$ cat src/rtl/btn_debounce_in.sv
// Push-button input conditioner: synchroniser, stability-counter debounce,
// press/release strobes and a sticky press event with valid/ready handshake.
// Optional LED echo output is enabled by defining BTN_LED_ECHO_EN.
module btn_debounce_in #(
    parameter int SYNC_STAGES     = 2,
    parameter int DEBOUNCE_CYCLES = 1000,
    parameter int ACTIVE_LOW      = 1
) (
    input  logic clk_i,
    input  logic rst_i,
    input  logic btn_i,
    output logic level_o,
    output logic press_o,
    output logic release_o,
    output logic evt_valid_o,
    input  logic evt_ready_i,
    output logic overrun_o
`ifdef BTN_LED_ECHO_EN
    ,
    output logic led_o
`endif
);

    localparam int CNT_WIDTH = $clog2(DEBOUNCE_CYCLES + 1);
    localparam logic IDLE_PIN = (ACTIVE_LOW != 0);
    localparam logic [CNT_WIDTH-1:0] CNT_LAST = CNT_WIDTH'(DEBOUNCE_CYCLES - 1);
    localparam logic [CNT_WIDTH-1:0] CNT_ONE  = CNT_WIDTH'(1);

    typedef enum logic {
        RELEASED = 1'b0,
        PRESSED  = 1'b1
    } state_e;

    logic [SYNC_STAGES-1:0] sync_q, sync_d;
    logic [CNT_WIDTH-1:0]   cnt_q, cnt_d;
    state_e                 state_q, state_d;
    logic                   press_q, press_d;
    logic                   release_q, release_d;
    logic                   evt_valid_q, evt_valid_d;
    logic                   overrun_q, overrun_d;
    logic                   s;

    assign sync_d = {sync_q[SYNC_STAGES-2:0], btn_i};

    // Polarity-normalised synchronised pin: 1 means pressed.
    assign s = sync_q[SYNC_STAGES-1] ^ IDLE_PIN;

    // Debounce FSM: count consecutive samples that disagree with the state.
    always_comb begin
        state_d   = state_q;
        cnt_d     = cnt_q;
        press_d   = 1'b0;
        release_d = 1'b0;
        unique case (state_q)
            RELEASED: begin
                if (s) begin
                    if (cnt_q >= CNT_LAST) begin
                        state_d = PRESSED;
                        cnt_d   = '0;
                        press_d = 1'b1;
                    end else begin
                        cnt_d = cnt_q + CNT_ONE;
                    end
                end else begin
                    cnt_d = '0;
                end
            end
            PRESSED: begin
                if (!s) begin
                    if (cnt_q >= CNT_LAST) begin
                        state_d   = RELEASED;
                        cnt_d     = '0;
                        release_d = 1'b1;
                    end else begin
                        cnt_d = cnt_q + CNT_ONE;
                    end
                end else begin
                    cnt_d = '0;
                end
            end
        endcase
    end

    // Sticky press event; a press coinciding with an ack keeps the event alive.
    always_comb begin
        evt_valid_d = press_d | (evt_valid_q & ~evt_ready_i);
        overrun_d   = overrun_q | (press_d & evt_valid_q & ~evt_ready_i);
    end

    // State registers; reset loads the idle pin level into the synchroniser.
    always_ff @(posedge clk_i) begin
        if (rst_i) begin
            sync_q      <= {SYNC_STAGES{IDLE_PIN}};
            cnt_q       <= '0;
            state_q     <= RELEASED;
            press_q     <= 1'b0;
            release_q   <= 1'b0;
            evt_valid_q <= 1'b0;
            overrun_q   <= 1'b0;
        end else begin
            sync_q      <= sync_d;
            cnt_q       <= cnt_d;
            state_q     <= state_d;
            press_q     <= press_d;
            release_q   <= release_d;
            evt_valid_q <= evt_valid_d;
            overrun_q   <= overrun_d;
        end
    end

    assign level_o     = (state_q == PRESSED);
    assign press_o     = press_q;
    assign release_o   = release_q;
    assign evt_valid_o = evt_valid_q;
    assign overrun_o   = overrun_q;

`ifdef BTN_LED_ECHO_EN
    logic led_q;

    // Indicator LED echo, one cycle behind the debounced level.
    always_ff @(posedge clk_i) begin
        if (rst_i) begin
            led_q <= 1'b0;
        end else begin
            led_q <= (state_q == PRESSED);
        end
    end

    assign led_o = led_q;
`endif

endmodule

$ cat config.mk
export PLATFORM = sky130hd
export DESIGN_NAME = btn_debounce_in
export DESIGN_NICKNAME = d
export VERILOG_FILES = /design/src/rtl/btn_debounce_in.sv
export SDC_FILE = /design/constraint.sdc
export NUM_CORES = 1
export LEC_CHECK = 0
export CORE_MARGIN = 4
export CORE_UTILIZATION = 55
export DETAILED_ROUTE_END_ITERATION = 6
export PLACE_DENSITY = 0.9
export REMOVE_ABC_BUFFERS = 1
export SLEW_MARGIN = 30
export SYNTH_ARGS = -nofsm -noshare
export SYNTH_HDL_FRONTEND = slang
export SYNTH_SLANG_ARGS = --single-unit
$ cat constraint.sdc
create_clock -name clk_i -period 3.3 [get_ports clk_i]
set_input_delay 0.495 -clock clk_i [delete_from_list [all_inputs] [get_ports clk_i]]
set_output_delay 0.495 -clock clk_i [all_outputs]
set_load 0.01 [all_outputs]
==> results by stage, run 1 <==
STA:
- The worst pin sits at a relative slew slack of between 50% and 60%.
- The accumulated negative setup slack is 0 ns.
- The peak clock frequency supported by timing is 0.539 GHz.
- The minimum clock period after layout is 1.86 ns.
- The final worst clock skew is 0.00408 ns.
- Setup repair after global routing left no endpoint under its margin.
- The final count of pins violating max slew was 0.
- The slew at the pin with the worst max-slew slack is 0.677 ns.
- The hold violation total from the final report is 0.
- The share of the cycle needed by the critical path after routing is 56.2%.
- The final count of negative-setup-slack endpoints is 0.

Floorplanning:
- Once the floorplan was initialized, standard cells occupied 61.1% of the core.
- The floorplan die area is 1940 um2.
- After floorplanning, the core was sized to cover around 1200 um2.
- The die is 44.1 um tall.
- The boundary pin count is 9.
- The die is 44.1 um wide.
- The initialized floorplan defines 12 standard-cell rows.

Clocking:
- Clock tree synthesis inserted a total of 3 buffers.
- The post-CTS setup buffer count is 0.
- The CTS clock-pin slew for the worst setup and hold paths is 0.10 ns.
- The count of cells resized by post-cts repair is 0.
- The number of buffers on the longest clock path is 2.
- The tree is rooted in a clkbuf_4.
- The clock sink count is 17.
- The count of H-tree levels built during CTS is 1.
- The clock network latency to the later pin of the worst-skew pair is a little under 0.3 ns.
- TritonCTS built the clock tree.
- The number of hold buffers added after CTS is 0.

Layout:
- The fill cell instance count of the final layout is 80.
- The post-route netlist has 10.1% of its cells at a drive strength greater than 1.
- The count of nets after finishing is between 90 and 100.
- After routing the design area is 828 um2.
- For this run, the number of standard cells in the final layout without fillers is ~100.
- The antenna diode count is 0.
- The area growth from synthesis to layout is 15.7%.
- The final design utilization is 70.7%.

Routing:
- The aggregate routed wire length is 1420 um.
- The routed length per placed instance is around 14 um.
- The detailed router finished its first iteration with 14 violations.
- The count of nets left with antenna violations once routing finished came out at 0.
- The via count is 620.
- The number of optimization iterations in the first detailed-route pass is 4.
- After detailed routing, the number of vias per cell comes to ~6.0.
- In the routed design, unresolved DRC markers number 0.

Synth:
- The share of synthesized area spent on multiplexers is 0%.
- Synthesis inferred 17 register bits.
- The post-synthesis simple-gate area fraction is 25.5%.
- After synthesis, the largest family of logic cells by area is simple AND/OR/NAND/NOR gates.
- After technology mapping, the gate count stands at 78.
- The area share of the leading cell type in the synthesized netlist is 47.6%.
- The share of the yosys chip area belonging to registers is 47.6%.
- After Yosys synthesis, XOR and XNOR cells account for 4.90% of the synthesized area.
- Sorting the synthesized cells by area gives the leading types as dfxtp_1, nand3_1, a21oi_1, inv_1, nand2_1.
- The share of synthesized flip-flops with an asynchronous set or reset is 0%.
- The share of the synthesized area in compound gates (AO/OA/AOI/OAI) is between 10% and 20%.
- The total standard cell area after synthesis is 716 um2.
- The number of distinct library cell variants in the gate-level netlist after synthesis is 29.
- The number of flops mapped to enable cells by yosys is 0.
- The mean post-synth cell area is 9.18 um2.
- The synthesized-area fraction occupied by adder cells is 1.75%.
- The most used flip-flop cell after synthesis is dfxtp_1.
- Summed over all instances, the cell type with the most area after synthesis is dfxtp_1.
- The count of yosys warnings during synthesis is 0.

Global route:
- The initial antenna violation count is 0.
- The maximum number of pins on one net before global-route repair is 10.
- The total routing resource utilization after global routing is 17.5%.
- The total grt overflow is 0.
- The number of global-route vias before repair is 610.
- The first global-routing pass estimated 2550 um of wire.

Outcome:
- The run finished with clean final reports.

Flow run:
- The tool flagged a number of max-cap violations equal to 0.

Critical path:
- On the critical path the largest part of the delay comes from buffers and inverters.
- Counting both buffers and inverters, the worst setup path holds a total of 1.
- Among all stages on the critical path, the largest delay is contributed by clkdlybuf4s50_1.
- The biggest cell delay along the critical path is roughly 0.60 ns.
- Of all nets on the critical path, the largest fanout is 7.
- At the worst endpoint, the arrival time is 1.36 ns.
- The signal on the critical path passes through clkdlybuf4s50_1.
- The startpoint-to-endpoint class of the critical path is reg -> out.
- STA puts the critical path data required time at approximately 2.8 ns.
- STA classifies the critical path startpoint as a flop.
- STA classifies the critical path endpoint as a primary output.

Worst hold path:
- The type of the worst min-delay path is reg -> reg.

Pwr:
- The analysis attributes to cell leakage a power of between 0.0002 and 0.0003 uW.
- Total power for the finished layout comes to approximately 330 uW.
- Dividing total power by cell area gives a power density of 397 nW/um2.
- IR analysis of the VDD net gives a maximum drop of 0.285 mV.

Place:
- The HPWL after detailed placement is 1070 um.
- The number of cells after detailed placement is 99.
- The number of buffers added on ports is 8.
- The weighted congestion reported at the end of routability-driven placement is between 0.7 and 0.8.
- The area of placed instances is between 800 and 900 um2.
synth_stat cells, types with 2 or more instances:
cell type   n
nand2_1     6
a211oi_1    2
or2_2       2
xnor2_1     2
xor2_1      2
o21ai_0     3
nor3_1      2
or4_1       2
nand3_1     6
a21oi_1     5
dfxtp_1    17
nor2_1      5
a31oi_1     2
or3_1       2
inv_1       6
metal layers:
layer	part of all wire [%]	routed length, um	vias up	global-route usage (%)
li1	-	-	305	-
met1	44	633	292	21.3
met2	49	694	19	28.8
met4	2.7	38	0	9.04
met3	4.0	57	4	3.66
met5	0	0	-	0
state kept, by name, indices dropped and copies added (netlist names), named ones only:
name / cells
overrun_o: 1
press_o: 1
evt_valid_o: 1
release_o: 1
sync_q: 2
cnt_q: 10
path summary, 6_finish.rpt:
path,from,endpoint,slack (ns),cells past startpoint
setup / recovery,flop,level_o,1.44,1
hold / removal,sync_q[0],sync_q[1],0.44,1
setup reg to reg,cnt_q[0],cnt_q[9],1.57,4
hold reg to reg,sync_q[0],sync_q[1],0.44,1
per-stage QoR:
| step | hold slack (ns) | setup slack [ns] |
|---|---|---|
| after floorplan | 0.389 | 1.86 |
| after global placement | 0.392 | 1.66 |
| after detailed placement | 0.417 | 1.60 |
| after CTS | 0.439 | 1.44 |
| after global routing | 0.451 | 1.39 |
| final | 0.437 | 1.44 |
area by class of cell:
class                           instances  area (um2)  area share [%]
Sequential cell                        17         340            41.1
Clock buffer                            4        26.3            3.17
Timing Repair Buffer                    8        80.1            9.67
Multi-Input combinational cell         54         342            41.2
Tap cell                               14        17.5            2.11
Inverter                                6        22.5            2.72
layout by cell type, fill, tap and decap left out, types with 2 or more instances in the layout:
cell type / Yosys / final
nand3_1: 6 / 6
or3_1: 2 / 2
or4_1: 2 / 2
a21oi_1: 5 / 5
inv_1: 6 / 6
xnor2_1: 2 / 2
xor2_1: 2 / 2
nor2_1: 5 / 5
nand2_1: 6 / 6
o21ai_0: 3 / 3
a31oi_1: 2 / 2
dfxtp_1: 17 / 17
nor3_1: 2 / 2
a211oi_1: 2 / 2
or2_2: 2 / 2
clkbuf_4: 0 / 3
clkdlybuf4s50_1: 0 / 8
power by group:
part / internal (uW) / switching (uW) / total [uW]
Clock: 47.0 / 65.0 / 112
Sequential: 207 / 1.46 / 208
Combinational: 5.04 / 4.13 / 9.17
Total: 259 / 70.6 / 329
kinds of logic after synthesis:
family,count (synthesis)
buffers and inverters,7
and+or+nand+nor,33
DFF,17
xor gates and xnor gates,4
AOI/OAI and AO/OA,16
adders and majority gates,1
Power figures use the tool's default switching activity.
==> inputs of run 2 (changes only) <==
--- a/config.mk
+++ b/config.mk
@@ -6,9 +6,9 @@
 export NUM_CORES = 1
 export LEC_CHECK = 0
 export CORE_MARGIN = 4
-export CORE_UTILIZATION = 55
+export CORE_UTILIZATION = 51
 export DETAILED_ROUTE_END_ITERATION = 6
-export PLACE_DENSITY = 0.9
+export PLACE_DENSITY = 0.85
 export REMOVE_ABC_BUFFERS = 1
 export SLEW_MARGIN = 30
 export SYNTH_ARGS = -nofsm -noshare
==> constraint.sdc (replaced) <==
create_clock -name clk_i -period 1.87 [get_ports clk_i]
set_input_delay 0.2805 -clock clk_i [delete_from_list [all_inputs] [get_ports clk_i]]
set_output_delay 0.2805 -clock clk_i [all_outputs]
set_load 0.01 [all_outputs]
==> run 2 against run 1 <==
Compared with the run above: flip-flop and latch count unchanged; wire length shrank 7.4%; via count decreased by 5.3%; global-route usage down 3.0 points; die area is 6.4% higher; combinational power increased by 80%; clock skew hardly changed; largest cell class unchanged.
==> results by stage, run 2 (same netlist as run 1, synthesis figures left out) <==
Layout:
- The register with the most flip-flops in the final layout is cnt_q.
- The register with the most flip-flops in the layout has 10 of them.
- The share of layout cells above drive strength 1 is 11.1%.
- The count of nets after finishing is 96.
- 0 antenna diodes ended up in the layout.
- The footprint of the multi-input gates is 342 um2.
- The fill cell instance count of the final layout is 119.
- In the final layout, flip-flops and latches occupy 340 um2.
- Compared with the post-synthesis result, the final layout area differs by 17.0%.
- The top cell types in the final layout, fill and taps aside, are dfxtp_1, clkdlybuf4s50_1, nand3_1, nand2_1, inv_1.
- Leaving out fill and tap cells, the most frequent cell in the layout is dfxtp_1.
- The largest registers in the layout are cnt_q (10), sync_q (2).

Floorplanning:
- The effective utilization at floorplan is 54.3%.
- The floorplan die area is 2070 um2.
- The boundary pin count is 9.
- In this run the standard cell core region covers 1320 um2.
- The height of the die is 45.5 um.
- In this run the horizontal extent of the chip is 45.5 um.
- The initialized floorplan defines 13 standard-cell rows.

Clocking:
- The number of hold buffers added after CTS is 0.
- The count of H-tree levels built during CTS is 1.
- The post-CTS setup buffer count is 0.
- TritonCTS built the clock tree.
- The clock sink count is 17.
- The clock passes through at most 2 buffers.
- The tree is rooted in a clkbuf_4.
- Clock-pin slew was measured on the worst setup and hold paths at 0.09 ns.
- The number of CTS-inserted buffers is 3.
- The clock network latency to the later pin of the worst-skew pair is ~0.29 ns.
- The count of cells resized by post-cts repair is 0.

Pwr:
- The total power after layout is roughly 570 uW.
- In this run switching power makes up 20.4% of total power.
- The worst-case vdd ir drop is 0.500 mV.
- The leakage power total is approximately 0.00027 uW.
- Combinational logic burns 2.9% of the power.
- The fraction of power consumed by the clock network is 33.2%.
- The internal power consumption is 457 uW.
- The analysis attributes to net switching a power of 117 uW.
- Dividing total power by cell area gives a power density of a little under 700 nW/um2.
- The sequential cell fraction of total power is 63.9%.

Routing:
- For this run, the detailed router's first-pass iteration total came to 4.
- The number of remaining DRC errors is 0.
- The via count is 587.
- After detailed routing, the average wire length per cell comes to 12.6 um.
- After the first detailed-routing iteration, the DRC count stood at 12.
- The count of nets left with antenna violations once routing finished came out at 0.
- The aggregate routed wire length is 1320 um.
- The via-per-instance ratio is ~5.6.

Critical path:
- The setup slack of the worst register-to-register path is 0.28 ns.
- The element type at the critical path end is a primary output.
- The number of buffers and inverters on the critical path is 1.
- The data required time of the critical path is 1.59 ns.
- The startpoint kind of the worst setup timing path is a flop.
- Among all stages on the critical path, the largest delay is contributed by clkdlybuf4s50_1.
- The maximum fanout along the worst path is 7.
- Data on the critical path arrives at its endpoint at 1.33 ns.
- The startpoint-to-endpoint class of the critical path is reg -> out.
- For this run, the slowest stage of the critical path takes 0.58 ns.
- Traced cell by cell, the critical path runs through clkdlybuf4s50_1.
- The cell family contributing the most delay on the critical path is buffers and inverters.

STA:
- The final worst clock skew is slightly above 0.004 ns.
- Setup violations remaining at the end of the flow were counted as 0.
- The final count of pins violating max slew was 0.
- The share of the cycle needed by the critical path after routing is a little under nine tenths.
- Setup repair after global routing left no endpoint under its margin.
- Based on the critical path, the design can be clocked at up to around 0.62 GHz.
- The hold violation total from the final report is 0.
- The slew at the pin with the worst max-slew slack is 0.459 ns.
- Measured against its own limit, the worst slew margin works out to 69.2%.
- Summed over all failing endpoints, the final setup total negative slack is 0 ns.
- The minimum clock period after layout is 1.61 ns.

Global route:
- Entering global routing, the biggest net connects 10 pins.
- The global-route wire length before repair is 2090 um.
- The number of global-route vias before repair was 488.
- In the global route stage, overall resource usage came out at 14.4%.
- The initial antenna violation count is 0.
- For this run the aggregate overflow at the end of global routing stands at 0.

Place:
- The number of buffers added on ports is 8.
- The HPWL after detailed placement is 972 um.
- The weighted congestion reported at the end of routability-driven placement is 0.787.

Outcome:
- The run finished with clean final reports.

Worst hold path:
- The type of the worst min-delay path is reg -> reg.

Flow run:
- Max-cap violations in this run came to 0.
==> run 2: final cells by class <==
class	count	share of cell area (%)
multi-input combinational	54	40.8
clock buffer	4	3.14
tap	15	2.24
inverter	6	2.69
sequential	17	40.7
timing repair buffer	9	10.5
==> run 2: power groups by stage <==
stage,registers [uW],logic (uW),clock network [uW]
3_5_place_dp,375,16.6,0
2_1_floorplan,375,6.42,0
3_3_place_gp,375,16.5,0
5_1_grt,367,17.9,212
4_1_cts,367,16.7,197
6_report,367,16.5,190
==> run 2: per-stage QoR <==
stage	utilization [%]	worst slack, ns	hold slack, ns	instance area, um2	std cells
floorplan	-	0.429	0.350	704	77
global placement	61.5	0.391	0.397	811	101
detailed placement	61.5	0.301	0.398	811	101
CTS	63.5	0.255	0.424	837	105
global route	63.5	0.194	0.437	837	105
finish	63.5	0.257	0.421	837	105
==> run 2: final timing paths <==
kind | from | endpoint | depth (start not counted)
worst min-delay path | sync_q[0] | sync_q[1] | 1
worst max register to register | cnt_q[0] | cnt_q[7] | 5
worst min register to register | sync_q[0] | sync_q[1] | 1
worst max-delay path | flop | level_o | 1
==> run 2: metal layers <==
| layer | global-route usage [%] | up-vias | wire length [um] |
|---|---|---|---|
| li1 | - | 305 | - |
| met1 | 15.9 | 265 | 572 |
| met2 | 23.7 | 15 | 655 |
| met3 | 7.11 | 2 | 81 |
| met4 | 5.26 | 0 | 10 |
| met5 | 0 | - | 0 |
==> inputs of run 3 (changes only) <==
--- a/config.mk
+++ b/config.mk
@@ -6,9 +6,10 @@
 export NUM_CORES = 1
 export LEC_CHECK = 0
 export CORE_MARGIN = 4
-export CORE_UTILIZATION = 51
+export CORE_UTILIZATION = 55
+export CTS_BUF_LIST = sky130_fd_sc_hd__clkbuf_4 sky130_fd_sc_hd__clkbuf_8
 export DETAILED_ROUTE_END_ITERATION = 6
-export PLACE_DENSITY = 0.85
+export PLACE_DENSITY = 0.9
 export REMOVE_ABC_BUFFERS = 1
 export SLEW_MARGIN = 30
 export SYNTH_ARGS = -nofsm -noshare
==> run 3 against run 2 <==
Compared with the run above: combinational power is 13% higher; via count grew 7.5%; first-iteration DRC count is 50% higher; largest power group unchanged.
==> results by stage, run 3 (same netlist as run 1, synthesis figures left out) <==
Outcome:
- The flow ran to the end, and the final reports show no timing, DRC or antenna violations.

STA:
- The slew at the pin with the worst max-slew slack is a little over 0.4 ns.
- The share of the cycle needed by the critical path after routing is 86.2%.
- Setup repair after global routing left no endpoint under its margin.
- The clock arrives with 0.00133 ns of skew.
- The smallest clock period supported by the final layout is computed as 1.61 ns.
- The peak clock frequency supported by timing is 0.620 GHz.
- The accumulated negative setup slack is 0 ns.
- The hold violation total from the final report came to 0.
- The final count of pins violating max slew is 0.
- The worst pin sits at a relative slew slack of 72.5%.
- Setup violations remaining at the end of the flow were counted as 0.

Layout:
- The fill cell instance count of the final layout is 97.
- The share of layout cells above drive strength 1 is 13.2%.
- The finished layout holds 105 standard cells, fillers aside.
- The area growth from synthesis to layout is 18.0%.
- After the last flow step, the layout net total stands at 97.
- The number of flip-flops under the largest register name is 10.
- In the layout the commonest cells are dfxtp_1, clkdlybuf4s50_1, nand3_1, nand2_1, inv_1.
- After routing the design area is 845 um2.
- The register with the most flip-flops in the final layout is cnt_q.
- In the final layout, the registers with the most flip-flops are cnt_q (10), sync_q (2).
- The leading cell type in the layout, fill and taps excluded is dfxtp_1.
- The antenna diode count is 0.

Global route:
- The first global-routing pass estimated about 2400 um of wire.
- For this run, the total global-route usage over all layers was measured as 16.8%.
- Entering global routing, the biggest net connects 11 pins.
- The initial antenna violation count is 0.
- The total grt overflow is 0.
- The number of global-route vias before repair was between 500 and 600.

Pwr:
- IR analysis of the VDD net gives a maximum drop of around 0.48 mV.
- Dividing total power by cell area gives a power density of between 600 and 700 nW/um2.
- The leakage power total is 0.000273 uW.

Clocking:
- The CTS clock-pin slew for the worst setup and hold paths is 0.10 ns.
- The count of cells resized by post-cts repair is 0.
- The later pin in the worst-skew pair is clocked with a latency of 0.29 ns.
- Counting along the longest clock path gives a buffer depth of 2.
- CTS built an H-tree with a depth of 1.
- The root buffer cell chosen for the clock tree is clkbuf_4.
- The number of hold buffers added after CTS is 0.
- The number of CTS-inserted buffers is 3.
- The clock sink count is 17.
- TritonCTS built the clock tree.
- Post-CTS timing repair inserted 0 buffers for setup.

Place:
- The weighted congestion reported at the end of routability-driven placement is 0.774.
- The count of buffers added on input and output ports is 8.
- The area of placed instances is 817 um2.
- The number of cells after detailed placement is 101.

Routing:
- After detailed routing, the met2 layer carries ~700 um of wire.
- The via count is roughly 630.
- After detailed routing, the wire length on met1 is 638 um.
- The aggregate routed wire length is around 1400 um.
- The total length of routed met3 wires is approximately 68 um.
- Dividing the detail-routed wire length by the instance count gives 13.6 um.
- For this block, the initial DRC count from the detailed router was 18.
- After detailed routing, the number of remaining DRC violations is 0.
- In this run the top signal layer used is met4.
- The via-per-instance ratio is 6.01.
- The number of optimization iterations in the first detailed-route pass is 4.
- The remaining antenna violation count is 0.

Floorplanning:
- The floorplan die area is 1940 um2.
- The core region is 1170 um2.
- The height of the die is roughly 44 um.
- After floorplanning, the core was divided into 12 placement rows.
- Pin placement for this block handled 9 I/O pins.
- The effective utilization at floorplan is 61.1%.
- The overall die width is 44.1 um.

Critical path:
- The critical path arrival is 1.33 ns.
- The kind of cell with the highest combined delay on the critical path is buffers and inverters.
- In this run the worst path has a maximum fanout of 7.
- STA classifies the critical path endpoint as a primary output.
- The startpoint kind of the worst setup timing path is a flop.
- The biggest cell delay along the critical path is ~0.58 ns.
- Traced cell by cell, the critical path runs through clkdlybuf4s50_1.
- The startpoint-to-endpoint class of the critical path is reg -> out.
- The buffer and inverter count on the worst path is 1.
- The data required time of the critical path is ~1.6 ns.
- The slowest library cell on the worst path is clkdlybuf4s50_1.

Flow run:
- Max-cap violations in this run came to 0.

Worst hold path:
- The min-delay analysis places its worst path in the category reg -> reg.
-- run 3: cell count changes in the layout (fill, tap and decap cells not counted) --
cell,delta
clkinv_2,+1
clkbuf_1,-1
buf_4,+1
-- run 3: cell type report --
type	instances	area [um2]	share of cell area (%)
inverters	6	22.5	2.67
clock buffers	3	22.5	2.67
well taps	14	17.5	2.07
repair buffers	10	95.1	11.3
multi-input cells	54	342	40.4
clock inverters	1	5.00	0.593
flip-flops and latches	17	340	40.3
-- run 3: worst reg2reg max path, stage by stage, from the launching register on --
cell      delay [ns]
dfxtp_1         0.36
ha_1            0.27
a211oi_1        0.41
o311ai_2        0.14
buf_4           0.19
a21oi_1         0.13
-- run 3: final timing paths --
path                                 from         to  slack, ns  cells after the start
worst max-delay path                 flop    level_o       0.26                      1
worst min-delay path            sync_q[0]  sync_q[1]       0.43                      1
worst max register to register   cnt_q[0]   cnt_q[5]       0.30                      5
worst min register to register  sync_q[0]  sync_q[1]       0.43                      1
-- run 3: stage by stage --
step	total power [uW]	hold slack, ns	util [%]	setup WS (ns)
final	585	0.431	72.1	0.258
after CTS	592	0.436	72.1	0.238
after floorplan	381	0.350	-	0.429
after global placement	393	0.393	69.8	0.384
after global routing	608	0.442	72.1	0.182
after detailed placement	394	0.409	69.8	0.306
-- run 3: routing by layer --
layer  GRT usage, %  vias up
met1           21.8      292
met2           25.9       22
met5              0        -
met4           7.23        0
li1               -      313
met3           4.88        4
-- run 3: where the power goes --
group | leakage [uW] | internal, uW | switching (uW) | total (uW)
registers | 0.000137 | 365 | 2.53 | 367
logic | 0.000118 | 10.8 | 7.80 | 18.6
clock network | 0.0000177 | 79.6 | 120 | 200
total | 0.000273 | 455 | 130 | 585
